### src/rtl/mult_div_unit_if.sv
// Control-unit side bundle for mult_div_unit: launch/operands, MTHI/MTLO writes, status and HI/LO.
interface mult_div_unit_if #(parameter int WIDTH = 32);
  logic             start;
  logic [1:0]       op;
  logic [WIDTH-1:0] a;
  logic [WIDTH-1:0] b;
  logic             hi_write;
  logic             lo_write;
  logic [WIDTH-1:0] wdata;
  logic             busy;
  logic             done;
  logic             div_zero;
  logic [WIDTH-1:0] hi;
  logic [WIDTH-1:0] lo;

  modport master (
    output start, op, a, b, hi_write, lo_write, wdata,
    input  busy, done, div_zero, hi, lo
  );

  modport slave (
    input  start, op, a, b, hi_write, lo_write, wdata,
    output busy, done, div_zero, hi, lo
  );
endinterface

### src/rtl/mult_div_unit.sv
// Multicycle MULT/MULTU/DIV/DIVU unit with HI/LO registers (radix-2, one step per cycle).
// Signed MULT/DIV support is built only when MDU_SIGNED_EN is defined; otherwise op[0] is ignored.
module mult_div_unit #(
  parameter int WIDTH = 32
) (
  input  logic           clock,
  input  logic           reset,
  mult_div_unit_if.slave bus
);
  localparam int CNT_W = $clog2(WIDTH) + 1;

  typedef enum logic [1:0] {IDLE, CALC, FIX, DONE} state_t;

  state_t           state, state_next;
  logic [CNT_W-1:0] cnt;
  logic [WIDTH-1:0] p_hi, p_lo, d;
  logic [WIDTH-1:0] hi_q, lo_q;
  logic             is_div, dz;
  logic [WIDTH:0]   mul_sum, div_shift, div_diff;
  logic [WIDTH-1:0] step_hi, step_lo, fix_hi, fix_lo;
  logic [WIDTH-1:0] op_a, op_b;
  logic             div_by_zero;

  assign div_by_zero = bus.op[1] && (bus.b == '0);

`ifdef MDU_SIGNED_EN
  logic sgn, neg_q, neg_r, neg_q_in, neg_r_in;

  assign sgn      = ~bus.op[0];
  assign op_a     = (sgn && bus.a[WIDTH-1]) ? -bus.a : bus.a;
  assign op_b     = (sgn && bus.b[WIDTH-1]) ? -bus.b : bus.b;
  assign neg_q_in = sgn && (bus.a[WIDTH-1] ^ bus.b[WIDTH-1]) && !div_by_zero;
  assign neg_r_in = sgn && bus.op[1] && bus.a[WIDTH-1] && !div_by_zero;
`else
  logic unused_op0;

  assign unused_op0 = bus.op[0];
  assign op_a       = bus.a;
  assign op_b       = bus.b;
`endif

  always_ff @(posedge clock or negedge reset) begin
    if (!reset) state <= IDLE;
    else        state <= state_next;
  end

  always_comb begin
    state_next = state;
    case (state)
      IDLE:    if (bus.start) state_next = div_by_zero ? FIX : CALC;
      CALC:    if (cnt == CNT_W'(1)) state_next = FIX;
      FIX:     state_next = DONE;
      DONE:    state_next = IDLE;
      default: state_next = IDLE;
    endcase
  end

  // Shared {p_hi,p_lo} pair: multiply shifts right (product ends up in place),
  // divide shifts left with quotient bits entering p_lo and remainder in p_hi.
  always_comb begin
    mul_sum   = {1'b0, p_hi} + (p_lo[0] ? {1'b0, d} : '0);
    div_shift = {p_hi, p_lo[WIDTH-1]};
    div_diff  = div_shift - {1'b0, d};
    step_hi   = mul_sum[WIDTH:1];
    step_lo   = {mul_sum[0], p_lo[WIDTH-1:1]};
    if (is_div) begin
      if (!div_diff[WIDTH]) begin
        step_hi = div_diff[WIDTH-1:0];
        step_lo = {p_lo[WIDTH-2:0], 1'b1};
      end else begin
        step_hi = div_shift[WIDTH-1:0];
        step_lo = {p_lo[WIDTH-2:0], 1'b0};
      end
    end
  end

  always_comb begin
    fix_hi = p_hi;
    fix_lo = p_lo;
`ifdef MDU_SIGNED_EN
    if (is_div) begin
      if (neg_q) fix_lo = -p_lo;
      if (neg_r) fix_hi = -p_hi;
    end else if (neg_q) begin
      {fix_hi, fix_lo} = -{p_hi, p_lo};
    end
`endif
  end

  always_ff @(posedge clock or negedge reset) begin
    if (!reset) begin
      cnt    <= '0;
      p_hi   <= '0;
      p_lo   <= '0;
      d      <= '0;
      is_div <= 1'b0;
      dz     <= 1'b0;
      hi_q   <= '0;
      lo_q   <= '0;
`ifdef MDU_SIGNED_EN
      neg_q  <= 1'b0;
      neg_r  <= 1'b0;
`endif
    end else begin
      case (state)
        IDLE: begin
          if (bus.start) begin
            cnt    <= CNT_W'(WIDTH);
            is_div <= bus.op[1];
            dz     <= div_by_zero;
`ifdef MDU_SIGNED_EN
            neg_q  <= neg_q_in;
            neg_r  <= neg_r_in;
`endif
            // Divide by zero skips CALC: the final HI/LO are staged here directly.
            if (div_by_zero) begin
              p_hi <= bus.a;
              p_lo <= '1;
              d    <= '0;
            end else if (bus.op[1]) begin
              p_hi <= '0;
              p_lo <= op_a;
              d    <= op_b;
            end else begin
              p_hi <= '0;
              p_lo <= op_b;
              d    <= op_a;
            end
          end else begin
            if (bus.hi_write) hi_q <= bus.wdata;
            if (bus.lo_write) lo_q <= bus.wdata;
          end
        end
        CALC: begin
          cnt  <= cnt - CNT_W'(1);
          p_hi <= step_hi;
          p_lo <= step_lo;
        end
        FIX: begin
          hi_q <= fix_hi;
          lo_q <= fix_lo;
        end
        default: ;
      endcase
    end
  end

  assign bus.busy     = (state != IDLE);
  assign bus.done     = (state == DONE);
  assign bus.div_zero = dz;
  assign bus.hi       = hi_q;
  assign bus.lo       = lo_q;
endmodule

### src/flat_wrapper.sv
// flat-port wrapper written by rule: the top's interface ports become plain ports
module mult_div_unit_flat 
#(
  parameter int WIDTH = 32
)
  (clock, reset, bus_start, bus_op, bus_a, bus_b, bus_hi_write, bus_lo_write, bus_wdata, bus_busy, bus_done, bus_div_zero, bus_hi, bus_lo);
  mult_div_unit_if #(.WIDTH(WIDTH)) bus_i ();
  input  logic clock;
  input  logic reset;
  input wire logic [$bits(bus_i.start)-1:0] bus_start;
  input wire logic [$bits(bus_i.op)-1:0] bus_op;
  input wire logic [$bits(bus_i.a)-1:0] bus_a;
  input wire logic [$bits(bus_i.b)-1:0] bus_b;
  input wire logic [$bits(bus_i.hi_write)-1:0] bus_hi_write;
  input wire logic [$bits(bus_i.lo_write)-1:0] bus_lo_write;
  input wire logic [$bits(bus_i.wdata)-1:0] bus_wdata;
  output wire logic [$bits(bus_i.busy)-1:0] bus_busy;
  output wire logic [$bits(bus_i.done)-1:0] bus_done;
  output wire logic [$bits(bus_i.div_zero)-1:0] bus_div_zero;
  output wire logic [$bits(bus_i.hi)-1:0] bus_hi;
  output wire logic [$bits(bus_i.lo)-1:0] bus_lo;
  assign bus_i.start = bus_start;
  assign bus_i.op = bus_op;
  assign bus_i.a = bus_a;
  assign bus_i.b = bus_b;
  assign bus_i.hi_write = bus_hi_write;
  assign bus_i.lo_write = bus_lo_write;
  assign bus_i.wdata = bus_wdata;
  assign bus_busy = bus_i.busy;
  assign bus_done = bus_i.done;
  assign bus_div_zero = bus_i.div_zero;
  assign bus_hi = bus_i.hi;
  assign bus_lo = bus_i.lo;
  mult_div_unit #(.WIDTH(WIDTH)) u_core (.clock(clock), .reset(reset), .bus(bus_i));
endmodule
### config.mk
export PLATFORM = sky130hd
export DESIGN_NAME = mult_div_unit_flat
export DESIGN_NICKNAME = d
export VERILOG_FILES = /design/src/rtl/mult_div_unit_if.sv /design/src/rtl/mult_div_unit.sv /design/src/flat_wrapper.sv
export SDC_FILE = /design/constraint.sdc
export NUM_CORES = 1
export LEC_CHECK = 0
export CAP_MARGIN = 10
export CORE_MARGIN = 5
export CORE_UTILIZATION = 30
export CTS_BUF_LIST = sky130_fd_sc_hd__clkbuf_8
export CTS_CLUSTER_DIAMETER = 40
export DETAILED_ROUTE_END_ITERATION = 12
export HOLD_SLACK_MARGIN = 0.05
export PLACE_DENSITY_LB_ADDON = 0.3
export SLEW_MARGIN = 20
export SYNTH_ARGS = -nofsm -noshare
export SYNTH_HDL_FRONTEND = slang
export SYNTH_SLANG_ARGS = --single-unit
### constraint.sdc
create_clock -name clock -period 6.6 [get_ports clock]
set_input_delay 1.98 -clock clock [delete_from_list [all_inputs] [get_ports clock]]
set_output_delay 1.98 -clock clock [all_outputs]
set_load 0.01 [all_outputs]
==> metrics.txt <==
status finished, final reports clean; CP Data Arrival Time 5.05 ns; post-synth design cell area 12920 um2; Slew HR 21.99%; Pwr Density 567.7 nW/um2; Worst-path clk slew 0.09 ns; worst hold margin 0.4836 ns; worst r2r src u_core.fix_lo[0]; CTS tree yes; Root Driver clkbuf_8; Syn Nets 1756; FF/Latch Area 4255 um2; mean post-synth cell area 8.175 um2; cts bufs inserted 17; P_sw 4.498 mW; Mapped Cells 1581; initial antenna violation count 0; nets 1854; Max Freq 215.6 MHz; top cell type by total area after synthesis dfrtp_1; first-pass iteration count of the detailed router 5; DP HPWL 35000 um; post-synthesis cell type count 66; H-tree depth reported by CTS 4; sequential share of the synthesized area 32.91%; sequential power share 23.4%; worst min-delay path category reg -> reg; initial DRC count 974; Setup violations, final 0; Starting Density 30.14%; Antenna Nets Post-Route 0; CORE AREA 42890 um2; Reg2Reg Depth 12; hold buffer count at CTS 0; RSZ-0062 raised after global routing no; Synth Register Bits 170; global route overflow 0; crit end category register; Internal 4.324 mW; Required @ worst endpoint 7.02 ns; MaxCap Viol Count 0; clock network power share 9.2%; sw frac 50.99%; first-pass GRT wire length 70840 um; EDFF count, synth 0; Tmin final 4.638 ns; input/output buffers 168; Via Count 12.23k; layout cell share with drive strength beyond 1 4.554%; startpoint types input pin; die area 47330 um2; DRC viols 0; Final TNS setup 0 ns; fin. max-slew vios 0; vias in the first global route 11.70k; R2R setup slack 2.27 ns; Peak VDD IR 0.2241 mV; WHS Path Cells 2; vias per cell 5.371; Final Hold Vio Count 0; FFs w/ async S/R, synth 100.0%; largest net degree at the start of global routing 98; drt wl/cell 20.45 um; area grow syn2layout 20.22%; worst path cell trace clkdlybuf4s50_1, nor4_1, nand4_1, or4_1, buf_4, nor2_1, buf_4, a221oi_1, nor2_1, a31oi_1, o211ai_1; cts repair resizes 0; fin crit share 70.28%; YS warnings 0; boundary pin count 170; predominant post-synthesis flop cell dfrtp_1; Comb pwr share 67.4%; Hold EP u_core.bus.hi[29]; synth top area cells dfrtp_1 (33%), a21oi_1 (8.0%), mux2i_1 (7.4%); Filler cells 4460; Die Wd 217.6 um; FP Rows 76; clock skew 0.01630 ns; Setup CP Type in -> reg; Clock Tree Buf Depth 2; Final Wtd Congestion 0.9113; multi-input logic area 8115 um2; worst r2r dst u_core.fix_hi[27]; Max FO, Critical Path 34; synth cell count leaders a21oi_1 (207), nand2_1 (193), dfrtp_1 (170); Synth top area share 32.91%; routed wire length 46560 um; Final Power 8.822 mW; start point of the worst hold path u_core.bus.hi[29]; setup bufs post-CTS 0; height of the chip 217.6 um; CTS Sinks 170; Total GRT Usage 19.07%; Largest stage delay, worst path 0.62 ns; top-count cell post-synth a21oi_1; CP max-delay cell clkdlybuf4s50_1; worst slew pin tran 1.170 ns; worst skew pair latency 0.50 ns; Leak 6.709 nW
==> routing by layer <==
layer	part of all wire, %	track usage [%]
met5	0	0
met4	1.7	5.119
met3	6.0	3.110
met2	46	30.54
met1	46	26.81
==> cells by family (layout without fill, tap and decap cells) <==
| logic type | Yosys count | after routing | share of synthesized area, % |
|---|---|---|---|
| compound gates | 554 | 554 | 25.98 |
| xor+xnor | 57 | 57 | 4.066 |
| fa+ha+maj | 72 | 72 | 7.086 |
| buf+inv | 159 | 269 | 4.821 |
| flops | 170 | 170 | 32.91 |
| mux | 107 | 107 | 8.422 |
| other cells | 0 | 1 | 0 |
| simple gates | 462 | 462 | 16.71 |
==> stage by stage <==
stage / std cells / utilization [%] / cell area (um2) / setup WS [ns]
after floorplan: 1581 / - / 12920 / 2.719
after global placement: 2245 / 35.28 / 15130 / 1.413
after detailed placement: 2245 / 35.28 / 15130 / 1.417
after CTS: 2276 / 36.23 / 15540 / 1.952
after global routing: 2276 / 36.23 / 15540 / 1.803
final: 2277 / 36.23 / 15540 / 1.962
==> worst max path at each step <==
stage | depth (start not counted) | startpoint | to
floorplan | 10 | bus_b[9] | u_core.fix_hi[31]
global placement | 11 | bus_b[22] | u_core.fix_hi[31]
detailed placement | 11 | bus_b[22] | u_core.fix_hi[31]
CTS | 11 | bus_b[22] | u_core.fix_hi[31]
global route | 11 | bus_b[22] | u_core.fix_hi[31]
finish | 11 | bus_b[22] | u_core.fix_hi[31]
==> final cells by class <==
type | instances | area share, %
antenna | 1 | 0.01610
inverter | 54 | 1.304
timing repair buffer | 184 | 11.75
tap | 585 | 4.711
multi-input combinational | 1252 | 52.23
sequential | 170 | 27.39
clock buffer | 17 | 1.506
clock inverter | 14 | 1.103
==> layout by cell type (no fill, tap or decap), types with 36 or more instances in the layout <==
master	instances
nand2_1	192
o21ai_0	143
mux2i_1	96
dfrtp_1	169
inv_1	56
nor2b_1	50
nor2_1	90
a21oi_1	205
and2_1	41
xnor2_1	36
ha_1	68
clkdlybuf4s50_1	166
==> power groups by stage <==
stage          Combinational (mW)  Clock (mW)  Sequential (mW)
2_1_floorplan                4.21           0             1.91
5_1_grt                      6.56       0.866             2.12
4_1_cts                      5.92       0.840             2.06
3_5_place_dp                 5.89           0             2.08
3_3_place_gp                 5.84           0             2.07
6_report                     5.94       0.816             2.06
==> critical path: cells and delay by family <==
kind	cells	cell delay [ns]
AOI/OAI and AO/OA	3	0.29
and+or+nand+nor	5	1.58
buffers and inverters	3	1.18
==> flip-flops by register name, summed over array words and instances, names as in the netlist <==
name                 flops
u_core.bus.div_zero      1
u_core.bus.hi           32
u_core.bus.lo           32
u_core.cnt               6
u_core.d                32
u_core.fix_hi           32
u_core.fix_lo           32
u_core.is_div            1
u_core.state             2
Note: power is estimated with default switching activity, not from simulation.
